### config.mk
export PLATFORM = sky130hd
export DESIGN_NAME = pwm_multi_ch
export DESIGN_NICKNAME = d
export VERILOG_FILES = /design/src/rtl/pwm_multi_ch.sv
export SDC_FILE = /design/constraint.sdc
export NUM_CORES = 1
export LEC_CHECK = 0
export CORE_ASPECT_RATIO = 0.75
export CORE_MARGIN = 2
export CORE_UTILIZATION = 55
export DETAILED_ROUTE_END_ITERATION = 10
export PLACE_DENSITY = 0.75
export SYNTH_ARGS = -nofsm -noshare
export SYNTH_HDL_FRONTEND = slang
export SYNTH_SLANG_ARGS = --single-unit
### constraint.sdc
create_clock -name i_clk -period 2.78 [get_ports i_clk]
set_input_delay 0.695 -clock i_clk [delete_from_list [all_inputs] [get_ports i_clk]]
set_output_delay 0.695 -clock i_clk [all_outputs]
set_load 0.02 [all_outputs]
### src/rtl/pwm_multi_ch.sv
// N-channel edge-aligned PWM with shared prescaler/counter and shadowed duty words.
// Shadow duties move to the active set only at a period wrap, or continuously while disabled.
module pwm_multi_ch #(
  parameter int unsigned N_CH   = 4,
  parameter int unsigned RES    = 8,
  parameter int unsigned DVSR_W = 16,
  localparam int unsigned CH_W  = (N_CH > 1) ? $clog2(N_CH) : 1
) (
  input  logic              i_clk,
  input  logic              i_rst,
  input  logic              i_en,
  input  logic [DVSR_W-1:0] i_dvsr,
  input  logic              i_wr,
  input  logic [CH_W-1:0]   i_wr_ch,
  input  logic [RES:0]      i_wr_duty,
  output logic [N_CH-1:0]   o_pwm,
  output logic              o_period
);

  localparam logic [RES:0] FULL = {1'b1, {RES{1'b0}}};

  logic [DVSR_W-1:0] pre_q, pre_d;
  logic [RES-1:0]    cnt_q, cnt_d;
  logic [RES:0]      shd_q [N_CH];
  logic [RES:0]      shd_d [N_CH];
  logic [RES:0]      act_q [N_CH];
  logic [RES:0]      act_d [N_CH];
  logic [N_CH-1:0]   pwm_q, pwm_d;
  logic              period_q, period_d;
  logic              step, wrap;
  logic [RES:0]      duty_clamped;

  assign step         = i_en && (pre_q == i_dvsr);
  assign wrap         = step && (cnt_q == '1);
  assign duty_clamped = (i_wr_duty > FULL) ? FULL : i_wr_duty;

  always_comb begin
    pre_d    = pre_q;
    cnt_d    = cnt_q;
    shd_d    = shd_q;
    act_d    = act_q;
    pwm_d    = '0;
    period_d = 1'b0;
    if (!i_en) begin
      pre_d = '0;
      cnt_d = '0;
      act_d = shd_q;
    end else begin
      // pre_q above a lowered i_dvsr keeps counting and wraps naturally
      pre_d = step ? '0 : pre_q + DVSR_W'(1);
      if (step) cnt_d = cnt_q + RES'(1);
      if (wrap) act_d = shd_q;
      period_d = wrap;
      for (int unsigned k = 0; k < N_CH; k++)
        pwm_d[k] = ({1'b0, cnt_q} < act_q[k]);
    end
    // shadow update reads as a plain overwrite; active copies above see pre-write values
    for (int unsigned k = 0; k < N_CH; k++)
      if (i_wr && (i_wr_ch == CH_W'(k))) shd_d[k] = duty_clamped;
  end

  always_ff @(posedge i_clk) begin
    if (i_rst) begin
      pre_q    <= '0;
      cnt_q    <= '0;
      pwm_q    <= '0;
      period_q <= 1'b0;
      for (int unsigned k = 0; k < N_CH; k++) begin
        shd_q[k] <= '0;
        act_q[k] <= '0;
      end
    end else begin
      pre_q    <= pre_d;
      cnt_q    <= cnt_d;
      pwm_q    <= pwm_d;
      period_q <= period_d;
      shd_q    <= shd_d;
      act_q    <= act_d;
    end
  end

  assign o_pwm    = pwm_q;
  assign o_period = period_q;

endmodule

# ---- After elaboration in Yosys (flattened, before gate mapping)
# Index checks and enable logic that the tools add are counted.
dict set report totals {
  reg_bits 101
  latchBits 0
  mem_bits_rw 0
  romBits 0
  out_inout_bits 5
  elab_cells 38
  memories 0
}
dict set report classes {
  add_sub_neg 2
  n_mul 0
  div_mod_pow 0
  magnitude_cmp 5
  n_eq_ne 6
  shifts 0
  n_mux 3
  bitwise 1
  reduce_logical 9
}
# op n
set ops {}
lappend ops {{two-way mux 36 bit} 2}
lappend ops {{< comparator 8 x 9 -> 1 bit} 4}
lappend ops {{adder 16 x 1 -> 16 bit, second input constant} 1}
lappend ops {{== test 16 bit} 1}
lappend ops {{greater-than comparator 9 bit, second input constant} 1}
lappend ops {{two-way mux 9 bit} 1}
lappend ops {{adder 8 x 1 -> 8 bit, second input constant} 1}
lappend ops {{== test 8 bit, second input constant} 1}
lappend ops {{logical AND 1 bit} 6}
lappend ops {{== test 2 bit, second input constant} 2}
lappend ops {{OR reduction 3 bit} 1}
lappend ops {{== test 2 x 1 -> 1 bit, second input constant} 1}
lappend ops {{zero test 2 bit} 1}
lappend ops {{!= test 2 x 1 -> 1 bit, second input constant} 1}
lappend ops {{OR reduction 2 bit} 1}
lappend ops {{NOT 1 bit} 1}

# ---- Longest topological paths before layout
# Gate-level depths: netlist of run 1.
dict set report logic_depth {
  ltp_word 5
  mapped_depth 8
  mapped_depth_nobuf 7
}

# ---- Worst setup path before layout of run 1
# No wires, ideal clock.
dict set report synth_timing {
  path_kind {input port to flip-flop}
  startpoint {input i_dvsr[12]}
  endpoint {register cnt_q[5]}
  t_arrival_ps 2052
  required_time_ps 2649
  slack_ps 597
  cell_stages 8
  path_buffers 2
  cell_sequence {xor2_1 > nor4_2 > nand3_1 > or2_1 > buf_6 > buf_6 > o311ai_2 > o41ai_2}
}
dict set report synth_via {
  elab_chain_cells 2
}
# element line
set synth_lines {}
lappend synth_lines {{from (decl)} 12} ;# input logic [DVSR_W-1:0] i_dvsr,
lappend synth_lines {{== test 16 bit} 33} ;# assign step = i_en && (pre_q == i_dvsr);
lappend synth_lines {{logical AND 1 bit} 33}
lappend synth_lines {{to (signal assigned)} 74} ;# cnt_q <= cnt_d;
lappend synth_lines {{to (decl)} 23} ;# logic [RES-1:0] cnt_q, cnt_d;
# Every way passes these cells.
# A chain may end at the register's enable or synchronous reset.

# ---- Worst setup path in the final report of run 1
dict set report layout_timing {
  startpoint {input i_dvsr[6]}
  endpoint {register act_q[33] (netlist bit)}
}
dict set report layout_via {
  elab_chain_cells 4
}
# element line
set layout_lines {}
lappend layout_lines {{== test 16 bit} 33}
lappend layout_lines {{logical AND 1 bit} 33}
lappend layout_lines {{logical AND 1 bit} 34} ;# assign wrap = step && (cnt_q == '1);
lappend layout_lines {{!= test 2 x 1 -> 1 bit (no source line)} n/a}
lappend layout_lines {{to (signal assigned)} 78} ;# act_q <= act_d;
lappend layout_lines {{to (decl)} 26} ;# logic [RES:0] act_q [N_CH];
# Every way passes these cells.

==> results of run 1 <==
area by class of cell:
| cell class | count | area (sq um) |
|---|---|---|
| Clock inverter | 3 | 18.8 |
| Timing Repair Buffer | 50 | 495 |
| Multi-Input combinational cell | 385 | 2440 |
| Sequential cell | 101 | 2020 |
| Clock buffer | 13 | 260 |
| Inverter | 31 | 116 |
| Tap cell | 108 | 135 |
| Fill cell | 676 | 2890 |
kinds of logic (layout without fill, tap and decap cells):
| family | Yosys count | in the layout | share of synthesized area |
|---|---|---|---|
| AO/OA/AOI/OAI | 72 | 72 | 0.0933 |
| multiplexers | 38 | 38 | 0.0810 |
| buffers and inverters | 54 | 97 | 0.0517 |
| adder cells (fa/ha/maj) | 30 | 30 | 0.0800 |
| flip-flops | 101 | 101 | 0.431 |
| AND/OR/NAND/NOR | 214 | 214 | 0.205 |
| XOR/XNOR | 31 | 31 | 0.0578 |
worst max path at each step:
stage,startpoint,to,depth (start not counted)
global placement,i_dvsr[12],act_q[15]$_SDFFE_PP0P_,9
global route,i_dvsr[6],act_q[29]$_SDFFE_PP0P_,9
floorplan,i_dvsr[12],cnt_q[5]$_SDFFE_PP0P_,8
detailed placement,i_dvsr[6],act_q[33]$_SDFFE_PP0P_,9
finish,i_dvsr[6],act_q[33]$_SDFFE_PP0P_,9
CTS,i_dvsr[6],act_q[33]$_SDFFE_PP0P_,9
flip-flops by register name, indices dropped and copies added, names as in the netlist:
name	flops
o_period	1
act_q	36
cnt_q	8
shd_q	36
o_pwm	4
pre_q	16
critical path: stages:
cell and delay, ns:
sky130_fd_sc_hd__clkdlybuf4s50_1 0.43, sky130_fd_sc_hd__xor2_1 0.17, sky130_fd_sc_hd__nor4_2 0.27, sky130_fd_sc_hd__nand3_1 0.12, sky130_fd_sc_hd__buf_4 0.16, sky130_fd_sc_hd__o21ai_4 0.22, sky130_fd_sc_hd__buf_12 0.23, sky130_fd_sc_hd__mux2i_1 0.24
sky130_fd_sc_hd__nor2_1 0.06
layer usage:
metal / vias to the layer above / GRT usage / routed length, um
met5: - / 0 / 0
met4: 0 / 0.0580 / 103
met3: 9 / 0.0697 / 413
met2: 55 / 0.384 / 4710
met1: 1748 / 0.306 / 5020
li1: 1879 / - / -
through the flow:
step / hold WS (ns) / power (mW) / setup TNS [ns] / setup slack, ns / utilization
after global placement: 0.444 / 1.71 / 0 / 0.0860 / 0.622
after detailed placement: 0.448 / 1.71 / -0.000327 / -0.000327 / 0.622
final: 0.455 / 2.87 / 0 / 0.357 / 0.655
after global routing: 0.478 / 2.96 / 0 / 0.255 / 0.655
after CTS: 0.457 / 2.89 / 0 / 0.357 / 0.655
after floorplan: 0.436 / 1.62 / 0 / 0.597 / -
layout by cell type (no fill, tap or decap), types with 2 or more instances in the layout:
cell                              netlist  routed
sky130_fd_sc_hd__clkinv_2               0       2
sky130_fd_sc_hd__nor3_1                 3       3
sky130_fd_sc_hd__a211oi_1               4       4
sky130_fd_sc_hd__clkbuf_16              0       9
sky130_fd_sc_hd__mux2i_1               38      38
sky130_fd_sc_hd__clkdlybuf4s50_1        0      34
sky130_fd_sc_hd__nand4_1                4       4
sky130_fd_sc_hd__buf_4                  0      12
sky130_fd_sc_hd__a21oi_1               44      44
sky130_fd_sc_hd__inv_1                 31      31
sky130_fd_sc_hd__clkbuf_8               0       2
sky130_fd_sc_hd__or4_1                  3       3
sky130_fd_sc_hd__and3_1                 6       6
sky130_fd_sc_hd__ha_1                  30      30
sky130_fd_sc_hd__o21ai_0                5       4
sky130_fd_sc_hd__nor4_2                 2       2
sky130_fd_sc_hd__o211ai_1               3       3
sky130_fd_sc_hd__nor2_1                67      67
sky130_fd_sc_hd__nor2b_1                9       9
sky130_fd_sc_hd__clkbuf_1              15       2
sky130_fd_sc_hd__xor2_1                20      20
sky130_fd_sc_hd__xnor2_1               11      11
sky130_fd_sc_hd__nand2_1               84      84
sky130_fd_sc_hd__a21o_1                12      12
sky130_fd_sc_hd__nand2b_1               8       8
sky130_fd_sc_hd__dfxtp_1              101     101
sky130_fd_sc_hd__buf_12                 0       3
sky130_fd_sc_hd__nand3_1               19      19
power breakdown:
group          internal, mW  switching [mW]
clock network         0.657           0.534
registers              1.47          0.0108
logic                0.0943           0.107
==> reports/results.env, run 1 <==
RUN_STATUS='complete, no violations'
ANTENNA_FOUND_INITIAL=0
WIRE_LENGTH_AFTER_DETAILED_ROUTING_MM=10.2
YOSYS.AREA.TOP_TYPE_SHARE=0.431
POWER_DENSITY_nW_PER_UM2=523
FINALINSTANCEAREA_SQ_UM=5490
WORST_HOLD_PATH.NUM_CELLS=2
PERIOD_SHARE=0.871
SLEW-LIMIT-HEADROOM=0.503
TIMING.FINAL.MAX_SLEW_VIOLATIONS=0
YOSYSMOSTFREQUENTCELL='sky130_fd_sc_hd__dfxtp_1'
CRITICAL_PATH_START_END_CLASSIFICATION='in -> reg'
SYNTH-SEQ-AREA-SHARE=0.431
WORSTHOLDPATHTYPE='reg -> reg'
CRITICAL_PATH.REG2REG.ENDPOINT='act_q[33]$_SDFFE_PP0P_'
GRT_PASS1_WL_MM=17.1
POST_SYNTH_INSTANCE_AREA_SQ_UM=4690
ROWS=29
IO_PINS=36
VDD_DROP_MAX_uV=523
POSTSYNTHCELLCOUNT=540
SYNTH_AREA_LEADERS='sky130_fd_sc_hd__dfxtp_1 (43%), sky130_fd_sc_hd__mux2i_1 (8.1%), sky130_fd_sc_hd__ha_1 (8.0%)'
DETAILEDPLACEMENTHPWL_MM=7.15
CTS.HTREE.LEVELS=3
SETUP.REG_TO_REG.WORST_SLACK_NS=0.55
LARGEST_NET_DEGREE_AT_THE_START_OF_GLOBAL_ROUTING=73
TIMING.FINAL.HOLD_VIOLATIONS=0
PORT-BUFFER-COUNT=35
AREA_GROWTH_PCT=16.9
SYN_AVG_CELL_AREA_SQ_UM=8.69
FIRST_GLOBAL_VIAS=3597
WORST_SETUP_PATH_START_KIND='input port'
TIMING.FINAL.SETUP_VIOLATIONS=0
SYNTH_FP_NETS=601
NNETSFINAL=639
DPL_CELL_AREA_SQ_UM=5210
CTS_SETUP_BUFFERS=0
CRIT-REG2REG-LAUNCH='cnt_q[2]$_SDFFE_PP0P_'
CLKSLEWWORSTSETUPHOLDPATHS_NS=0.06
WORSTPATHREQUIRED_NS=2.99
VIA_PER_INST=5.34
DETAIL_ROUTE.WL_PER_CELL_UM=14.8
GPL.FINAL_WEIGHTED_CONGESTION=0.835
MAX_SLEW.WORST_PIN.SLEW_NS=0.745
LEAKAGE_nW=2.17
SYNTH.CELLS.MOST_FREQUENT='sky130_fd_sc_hd__dfxtp_1 (101), sky130_fd_sc_hd__nand2_1 (84), sky130_fd_sc_hd__nor2_1 (67), sky130_fd_sc_hd__a21oi_1 (44), sky130_fd_sc_hd__mux2i_1 (38)'
SETUP.WORST_PATH.END_CLASS='register'
YOSYSWARNINGS=0
DIE_HEIGHT_UM=84.0
GRT_OVERFLOW_TOTAL=0
ASYNC_RESET_FF_FRAC=0
ARRIVAL_NS=2.63
FMAXACHIEVABLE_MHz=413
MIN_PERIOD_NS=2.42
ANTENNADIODECOUNT=0
CLOCK_SINKS=101
FINCLKSKEW_NS=0.00367
TRITONCTS='built'
CTSROOTBUFFERMASTER='sky130_fd_sc_hd__clkbuf_16'
DRT_FIRST_PASS_ITERS=5
SYNTH.FF_LATCH_COUNT=101
CLKLATENCYLATEPIN_NS=0.35
CHIPWIDTH_UM=111
GLOBALROUTETOTALUTIL=0.234
DRTANTENNAVIOLNETS=0
SYNTH-EDFF-COUNT=0
CTS_BUFFERS=9
HOLD-PATH-ENDPOINT='shd_q[18]$_SDFFE_PP0P_'
RR_WORST_DEPTH=7
NUM_VIAS=3691
DPL.CELL_COUNT=675
GRT_SETUP_UNREPAIRED='no'
PATH_MAX_FANOUT=23
CTSHOLDBUFFERS=0
YOSYS_TOP_CELL_BY_AREA='sky130_fd_sc_hd__dfxtp_1'
CORE_REGION_AREA_SQ_UM=8380
INITIAL_CORE_UTIL=0.560
SYNTHFLOPTYPE='sky130_fd_sc_hd__dfxtp_1'
PROPORTION_OF_LAYOUT_CELLS_WITH_A_DRIVE_SUFFIX_ABOVE_1=0.0635
DR.FIRST_ITER.DRC_COUNT=252
DRC_ERRORS=0
CTS-RESIZED-GATES=0
NON_FILLER_CELLS_FINAL=691
DESIGN.DIE.AREA_SQ_UM=9300
MAX-CAP-VIOLATIONS=0
CTS_BUFFER_DEPTH=2
SYNTH_CELL_TYPES=38
MIN-DELAY-START='shd_q[18]$_SDFFE_PP0P_'
(Power assumes the default switching activity.)
==> run 2, diff against run 1 <==
- clock period: 2.78 -> 2.4 ns (I/O delays scaled with it)
==> run 2 against run 1 <==
  * Utilization is 1.6 points higher
  * Critical path depth stayed put
  * First-iteration DRC count is 32% lower
  * Die area stayed put
  * Hold slack worse by 0.0017 ns
  * Cell count is 1.9% higher
==> reports/results.env, run 2 (synthesis gave the netlist of run 1 again) <==
CTSROOTBUFFERMASTER='sky130_fd_sc_hd__clkbuf_16'  # unchanged
MIN_PERIOD_NS=2.25
CRITICAL_PATH.REG2REG.ENDPOINT='act_q[0]$_SDFFE_PP0P_'  # was act_q[33]$_SDFFE_PP0P_
MET1_LENGTH_MM=5.10  # was 5.02 mm
TIMING.FINAL.MAX_SLEW_VIOLATIONS=0  # unchanged
NON_FILLER_CELLS_FINAL=704  # was 691
PATH_MAX_FANOUT=10  # was 23
POWER_DENSITY_nW_PER_UM2=620  # was 523 nW/um^2
POST-PLACE-WS_NS=-0.238  # was -0.000327 ns
DR_WL_MET2_MM=4.81  # was 4.71 mm
WHS_NS=0.453  # was 0.455 ns
HIGHEST-SIGNAL-LAYER='met4'  # unchanged
DETAIL_ROUTE.WL_PER_CELL_UM=15.0  # was 14.8 um
FINCLKSKEW_NS=0.00713  # was 0.00367 ns
FMAXACHIEVABLE_MHz=444
VIA_PER_INST=5.37  # was 5.34
FILL_CELLS=669  # was 676
WORSTPATHREQUIRED_NS=2.60  # was 2.99 ns
NUM_VIAS=3778  # was 3691
CRIT-REG2REG-LAUNCH='pre_q[12]$_SDFF_PP0_'  # was cnt_q[2]$_SDFFE_PP0P_
TIMING.FINAL.SETUP_VIOLATIONS=0  # unchanged
PORT-BUFFER-COUNT=35  # unchanged
PERIOD_SHARE=0.938
DRTANTENNAVIOLNETS=0  # unchanged
WORSTHOLDPATHTYPE='reg -> reg'  # unchanged
CTS-RESIZED-GATES=0  # unchanged
GRT_SETUP_UNREPAIRED='yes'  # was no
FRACTION_OF_POWER_SPENT_SWITCHING_NETS=0.218  # was 0.227
COMB_POWER_SHARE=0.070  # about the same
CTS_BUFFERS=9  # unchanged
SWITCHING_POWER_uW=761  # was 652 uW
MET3_LENGTH_UM=380  # was 413 um
DR.FIRST_ITER.DRC_COUNT=172  # was 252
WIRE_LENGTH_AFTER_DETAILED_ROUTING_MM=10.5  # was 10.2 mm
TRITONCTS='built'  # unchanged
GRT_PASS1_WL_MM=17.5  # was 17.1 mm
MIN-DELAY-START='shd_q[29]$_SDFFE_PP0P_'  # was shd_q[18]$_SDFFE_PP0P_
GRT_OVERFLOW_TOTAL=0  # unchanged
AREA_GROWTH_PCT=19.8  # was 16.9%
CP_SLOWEST_STAGE_DELAY_NS=0.41  # was 0.43 ns
CLKSLEWWORSTSETUPHOLDPATHS_NS=0.06  # about the same
FIRST_GLOBAL_VIAS=3703  # was 3597
HOLD-PATH-ENDPOINT='shd_q[29]$_SDFFE_PP0P_'  # was shd_q[18]$_SDFFE_PP0P_
PATH_CELLS='clkdlybuf4s50_1 > xor2_1 > nor4_2 > nand3_1 > buf_6 > o21ai_4 > buf_4 > mux2i_1 > nor2_1'  # was clkdlybuf4s50_1 > xor2_1 > nor4_2 > nand3_1 > buf_4 > o21ai_4 > buf_12 > mux2i_1 > nor2_1
CHIPWIDTH_UM=111  # unchanged
WORST_SETUP_PATH_START_KIND='input port'  # unchanged
ANTENNA_FOUND_INITIAL=0  # unchanged
GLOBALROUTETOTALUTIL=0.236  # was 0.234
NNETSFINAL=652  # was 639
SETUP.WORST_PATH.END_CLASS='register'  # unchanged
INTERNAL_PORTION_OF_TOTAL_POWER_mW=2.73  # was 2.22 mW
DESIGN.DIE.AREA_SQ_UM=9300  # unchanged
IO_PINS=36  # unchanged
CTS_BUFFER_DEPTH=2  # unchanged
MAX-CAP-VIOLATIONS=0  # unchanged
POST-ROUTE-WORST-SETUP-SLACK_NS=0.148  # was 0.357 ns
CRITICAL_PATH_START_END_CLASSIFICATION='in -> reg'  # unchanged
CTS_SETUP_BUFFERS=0  # unchanged
INITIAL_CORE_UTIL=0.560  # unchanged
TIMING.FINAL.HOLD_VIOLATIONS=0  # unchanged
CTSHOLDBUFFERS=0  # unchanged
SHARE_CLK_OF_TOTAL_POWER=0.440  # was 0.415
LEAKAGE_nW=2.27  # was 2.17 nW
LAYOUT.CELLS.MOST_COMMON_LIST='sky130_fd_sc_hd__dfxtp_1 (101), sky130_fd_sc_hd__nand2_1 (84), sky130_fd_sc_hd__nor2_1 (67)'  # unchanged
DIE_HEIGHT_UM=84.0  # unchanged
CRITPATHSLOWESTCELL='sky130_fd_sc_hd__clkdlybuf4s50_1'  # unchanged
PROPORTION_OF_LAYOUT_CELLS_WITH_A_DRIVE_SUFFIX_ABOVE_1=0.0872  # was 0.0635
VDD_DROP_MAX_uV=468  # was 523 uV
ROWS=29  # unchanged
RUN_STATUS='complete, no violations'  # unchanged
DRC_ERRORS=0  # unchanged
ARRIVAL_NS=2.45  # was 2.63 ns
PNR_TOTAL_POWER_mW=3.49  # was 2.87 mW
LARGEST_NET_DEGREE_AT_THE_START_OF_GLOBAL_ROUTING=73  # unchanged
WORST_HOLD_PATH.NUM_CELLS=2  # unchanged
DPL.CELL_COUNT=688  # was 675
CLOCK_SINKS=101  # unchanged
DETAILEDPLACEMENTHPWL_MM=7.51  # was 7.15 mm
MAX_SLEW.WORST_PIN.SLEW_NS=0.724  # was 0.745 ns
DRT_FIRST_PASS_ITERS=4  # was 5
CORE_REGION_AREA_SQ_UM=8380  # unchanged
ANTENNADIODECOUNT=0  # unchanged
SLEW-LIMIT-HEADROOM=0.517  # was 0.503
LARGESTREGISTERS='act_q (36), shd_q (36), pre_q (16)'  # unchanged
CLKLATENCYLATEPIN_NS=0.34  # was 0.35 ns
RR_WORST_DEPTH=8  # was 7
GPL.FINAL_WEIGHTED_CONGESTION=0.867  # was 0.835
SEQ_POWER_SHARE=0.490  # was 0.515
CP.BUFFERS_INVERTERS=3  # unchanged
LAYOUT_COMMONEST_CELL='sky130_fd_sc_hd__dfxtp_1'  # unchanged
CTS.HTREE.LEVELS=3  # unchanged
CRITPATHTOPFAMILY='buffers and inverters'  # unchanged
SETUP.REG_TO_REG.WORST_SLACK_NS=0.37  # was 0.55 ns
## run 2: power groups by stage
stage	Combinational (mW)	Sequential (mW)	Clock [mW]
2_1_floorplan	0.130	1.75	0
6_report	0.245	1.71	1.53
4_1_cts	0.245	1.71	1.56
5_1_grt	0.266	1.71	1.62
3_3_place_gp	0.238	1.75	0
3_5_place_dp	0.243	1.75	0
## run 2: through the flow
| stage | utilization | setup TNS, ns | cell area [sq um] |
|---|---|---|---|
| 6_report | 0.671 | 0 | 5620 |
| 5_1_grt | 0.671 | -0.0146 | 5620 |
| 4_1_cts | 0.669 | 0 | 5610 |
| 3_5_place_dp | 0.632 | -11.96 | 5300 |
| 3_3_place_gp | 0.632 | -8.52 | 5300 |
| 2_1_floorplan | - | 0 | 4690 |
## run 2: how the worst max path moves through the flow
stage / startpoint / to / slack [ns] / cells after the start
global placement: i_dvsr[12] / cnt_q[7]$_SDFFE_PP0P_ / -0.21 / 7
global route: i_dvsr[15] / act_q[15]$_SDFFE_PP0P_ / -0.007 / 9
detailed placement: i_dvsr[12] / act_q[33]$_SDFFE_PP0P_ / -0.24 / 9
finish: i_dvsr[14] / act_q[0]$_SDFFE_PP0P_ / 0.15 / 9
floorplan: i_dvsr[12] / cnt_q[5]$_SDFFE_PP0P_ / 0.31 / 8
CTS: i_dvsr[12] / cnt_q[7]$_SDFFE_PP0P_ / 0.09 / 7
## run 2: layout make-up
cell class / instances / area (sq um) / area share
clock inverters: 6 / 86.3 / 0.0154
flip-flops and latches: 101 / 2020 / 0.360
repair buffers: 63 / 592 / 0.105
well taps: 108 / 135 / 0.0240
clock buffers: 10 / 229 / 0.0407
multi-input cells: 385 / 2440 / 0.434
inverters: 31 / 116 / 0.0207
## run 2: metal layers
metal / vias up / track usage
met5: - / 0
met4: 0 / 0.0875
met3: 21 / 0.0508
met2: 63 / 0.385
met1: 1794 / 0.310
li1: 1900 / -
## run 2: tightest hold or removal path: stages (launching register included)
cell,delay (ns)
sky130_fd_sc_hd__dfxtp_1,0.31
sky130_fd_sc_hd__nand2_1,0.05
sky130_fd_sc_hd__a21oi_1,0.05
==> run 3, diff against run 2 <==
--- a/config.mk
+++ b/config.mk
@@ -10,2 +10,3 @@
 export CORE_UTILIZATION = 55
+export CTS_CLUSTER_SIZE = 8
 export DETAILED_ROUTE_END_ITERATION = 10
==> constraint.sdc (replaced) <==
create_clock -name i_clk -period 2.4 [get_ports i_clk]
set_input_delay 0.48 -clock i_clk [delete_from_list [all_inputs] [get_ports i_clk]]
set_output_delay 0.48 -clock i_clk [all_outputs]
set_load 0.02 [all_outputs]
==> run 3 against run 2 <==
  * Clock-buffer cell count did not move
  * Cell area fell by 0.11%
  * Sequential share of layout area barely moved
  * Critical path depth did not move
  * Global-route usage fell by 0.85 points
  * Via count fell by 1.6%
  * Clock skew barely moved
  * Highest routed layer unchanged
==> reports/results.env, run 3 (synthesis gave the netlist of run 1 again) <==
TIMING.FINAL.SETUP_VIOLATIONS=0  # unchanged
MAX_SLEW.WORST_PIN.SLEW_NS=0.718  # was 0.724 ns
DPL_CELL_AREA_SQ_UM=5280  # was 5300 sq um
PORT-BUFFER-COUNT=35  # unchanged
POWER_DENSITY_nW_PER_UM2=638  # was 620 nW/um^2
TRITONCTS='built'  # unchanged
DRTANTENNAVIOLNETS=0  # unchanged
CLOCK_SINKS=101  # unchanged
GRT_OVERFLOW_TOTAL=0  # unchanged
FIRST_GLOBAL_VIAS=3587  # was 3703
PATH_CELLS='clkdlybuf4s50_1 > xor2_1 > nor4_2 > nand3_1 > buf_4 > o21ai_4 > buf_12 > mux2i_1 > nor2_1'  # was clkdlybuf4s50_1 > xor2_1 > nor4_2 > nand3_1 > buf_6 > o21ai_4 > buf_4 > mux2i_1 > nor2_1
NON_FILLER_CELLS_FINAL=702  # was 704
MAX-CAP-VIOLATIONS=0  # unchanged
WORSTPATHREQUIRED_NS=2.60  # about the same
CRITICAL_PATH_START_END_CLASSIFICATION='in -> reg'  # unchanged
CP.BUFFERS_INVERTERS=3  # unchanged
ROWS=29  # unchanged
ANTENNADIODECOUNT=0  # unchanged
DR.FIRST_ITER.DRC_COUNT=184  # was 172
VIA_PER_INST=5.29  # was 5.37
DIE_HEIGHT_UM=84.0  # unchanged
CTSROOTBUFFERMASTER='sky130_fd_sc_hd__clkbuf_16'  # unchanged
COMB_POWER_SHARE=0.067  # was 0.070
DRT_FIRST_PASS_ITERS=4  # unchanged
TIMING.FINAL.HOLD_VIOLATIONS=0  # unchanged
DRC_ERRORS=0  # unchanged
MIN_PERIOD_NS=2.16  # was 2.25 ns
FRACTION_OF_POWER_SPENT_SWITCHING_NETS=0.209  # was 0.218
CORE_REGION_AREA_SQ_UM=8380  # unchanged
NNETSFINAL=650  # was 652
LEAKAGE_nW=2.25  # was 2.27 nW
GRT_SETUP_UNREPAIRED='no'  # was yes
CTS_BUFFER_DEPTH=2  # unchanged
GLOBALROUTETOTALUTIL=0.228  # was 0.236
ANTENNA_FOUND_INITIAL=0  # unchanged
SLEW-LIMIT-HEADROOM=0.522  # was 0.517
WORST_SETUP_PATH_START_KIND='input port'  # unchanged
FILL_CELLS=706  # was 669
SEQ_POWER_SHARE=0.478  # was 0.490
TIMING.FINAL.MAX_SLEW_VIOLATIONS=0  # unchanged
DPL.CELL_COUNT=686  # was 688
CTS_SETUP_BUFFERS=0  # unchanged
RUN_STATUS='complete, no violations'  # unchanged
GPL.FINAL_WEIGHTED_CONGESTION=0.821  # was 0.867
SHARE_CLK_OF_TOTAL_POWER=0.456  # was 0.440
CLKLATENCYLATEPIN_NS=0.34  # about the same
AREA_GROWTH_PCT=19.7  # was 19.8%
WIRE_LENGTH_AFTER_DETAILED_ROUTING_MM=10.3  # was 10.5 mm
CTS_BUFFERS=9  # unchanged
FMAXACHIEVABLE_MHz=463  # was 444 MHz
CTS-RESIZED-GATES=0  # unchanged
WORSTHOLDPATHTYPE='reg -> reg'  # unchanged
LAYOUT.CELLS.MOST_COMMON_LIST='sky130_fd_sc_hd__dfxtp_1 (101), sky130_fd_sc_hd__nand2_1 (84), sky130_fd_sc_hd__nor2_1 (67)'  # unchanged
DESIGN.DIE.AREA_SQ_UM=9300  # unchanged
INTERNAL_PORTION_OF_TOTAL_POWER_mW=2.83  # was 2.73 mW
NUM_VIAS=3717  # was 3778
PATH_MAX_FANOUT=26  # was 10
CRITPATHSLOWESTCELL='sky130_fd_sc_hd__clkdlybuf4s50_1'  # unchanged
INITIAL_CORE_UTIL=0.560  # unchanged
VDD_DROP_MAX_uV=560  # was 468 uV
ARRIVAL_NS=2.36  # was 2.45 ns
CTSHOLDBUFFERS=0  # unchanged
FINCLKSKEW_NS=0.00715  # was 0.00713 ns
DETAIL_ROUTE.WL_PER_CELL_UM=14.6  # was 15.0 um
GRT_PASS1_WL_MM=16.9  # was 17.5 mm
LARGESTREGISTERS='act_q (36), shd_q (36), pre_q (16)'  # unchanged
CRITPATHTOPFAMILY='buffers and inverters'  # unchanged
PERIOD_SHARE=0.900  # was 0.938
PNR_TOTAL_POWER_mW=3.58  # was 3.49 mW
LAYOUT_COMMONEST_CELL='sky130_fd_sc_hd__dfxtp_1'  # unchanged
IO_PINS=36  # unchanged
WHS_NS=0.456  # was 0.453 ns
CTS.HTREE.LEVELS=3  # unchanged
CHIPWIDTH_UM=111  # unchanged
CP_SLOWEST_STAGE_DELAY_NS=0.43  # was 0.41 ns
CLKSLEWWORSTSETUPHOLDPATHS_NS=0.07  # was 0.06 ns
SWITCHING_POWER_uW=750  # was 761 uW
LARGEST_NET_DEGREE_AT_THE_START_OF_GLOBAL_ROUTING=73  # unchanged
SETUP.WORST_PATH.END_CLASS='register'  # unchanged
PROPORTION_OF_LAYOUT_CELLS_WITH_A_DRIVE_SUFFIX_ABOVE_1=0.0825  # was 0.0872
FINALINSTANCEAREA_SQ_UM=5620  # about the same
DETAILEDPLACEMENTHPWL_MM=7.45  # was 7.51 mm
[run 3: changes by cell type in the layout (fill, tap and decap cells not counted)]
cell	delta
sky130_fd_sc_hd__or2_1	+1
sky130_fd_sc_hd__clkdlybuf4s50_1	+3
sky130_fd_sc_hd__or2_4	-1
sky130_fd_sc_hd__clkinvlp_4	-1
sky130_fd_sc_hd__buf_4	-1
sky130_fd_sc_hd__bufinv_16	+1
sky130_fd_sc_hd__buf_6	-1
sky130_fd_sc_hd__dlymetal6s2s_1	-3
[run 3: cell type report]
cell class	instances	area, sq um	area share
clock inverter	6	109	0.0194
clock buffer	10	229	0.0408
inverter	31	116	0.0207
multi-input combinational	385	2440	0.435
sequential	101	2020	0.360
tap	108	135	0.0241
timing repair buffer	61	566	0.101
[run 3: power groups by stage]
stage	Clock, mW	Sequential [mW]	Combinational, mW
after floorplan	0	1.75	0.130
after global placement	0	1.75	0.233
after detailed placement	0	1.75	0.236
after CTS	1.66	1.71	0.238
after global routing	1.72	1.71	0.261
final	1.63	1.71	0.239
[run 3: through the flow]
step                      worst slack [ns]  utilization  TNS [ns]
after CTS                            0.239        0.670         0
after detailed placement            -0.122        0.630     -3.87
after global routing                0.0776        0.670         0
final                                0.239        0.670         0
after global placement             -0.0541        0.630     -1.70
after floorplan                      0.432            -         0
[run 3: path summary, 6_finish.rpt]
kind	slack [ns]	endpoint	from	cells after the start
worst min register to register	0.46	shd_q[18]$_SDFFE_PP0P_	shd_q[18]$_SDFFE_PP0P_	2
worst max-delay path	0.24	act_q[22]$_SDFFE_PP0P_	i_dvsr[6]	9
worst max register to register	0.35	act_q[22]$_SDFFE_PP0P_	cnt_q[7]$_SDFFE_PP0P_	6
worst min-delay path	0.46	shd_q[18]$_SDFFE_PP0P_	shd_q[18]$_SDFFE_PP0P_	2
[run 3: worst min-delay path, cell delays in order (launching register included)]
cell                      delay [ns]
sky130_fd_sc_hd__dfxtp_1        0.31
sky130_fd_sc_hd__nand2_1        0.05
sky130_fd_sc_hd__a21oi_1        0.05
[run 3: metal layers]
| metal | track usage | routed length, um | vias to the layer above |
|---|---|---|---|
| met1 | 0.297 | 4820 | 1742 |
| met3 | 0.0595 | 510 | 10 |
| li1 | - | - | 1892 |
| met5 | 0 | 0 | - |
| met2 | 0.379 | 4830 | 73 |
| met4 | 0.0580 | 121 | 0 |
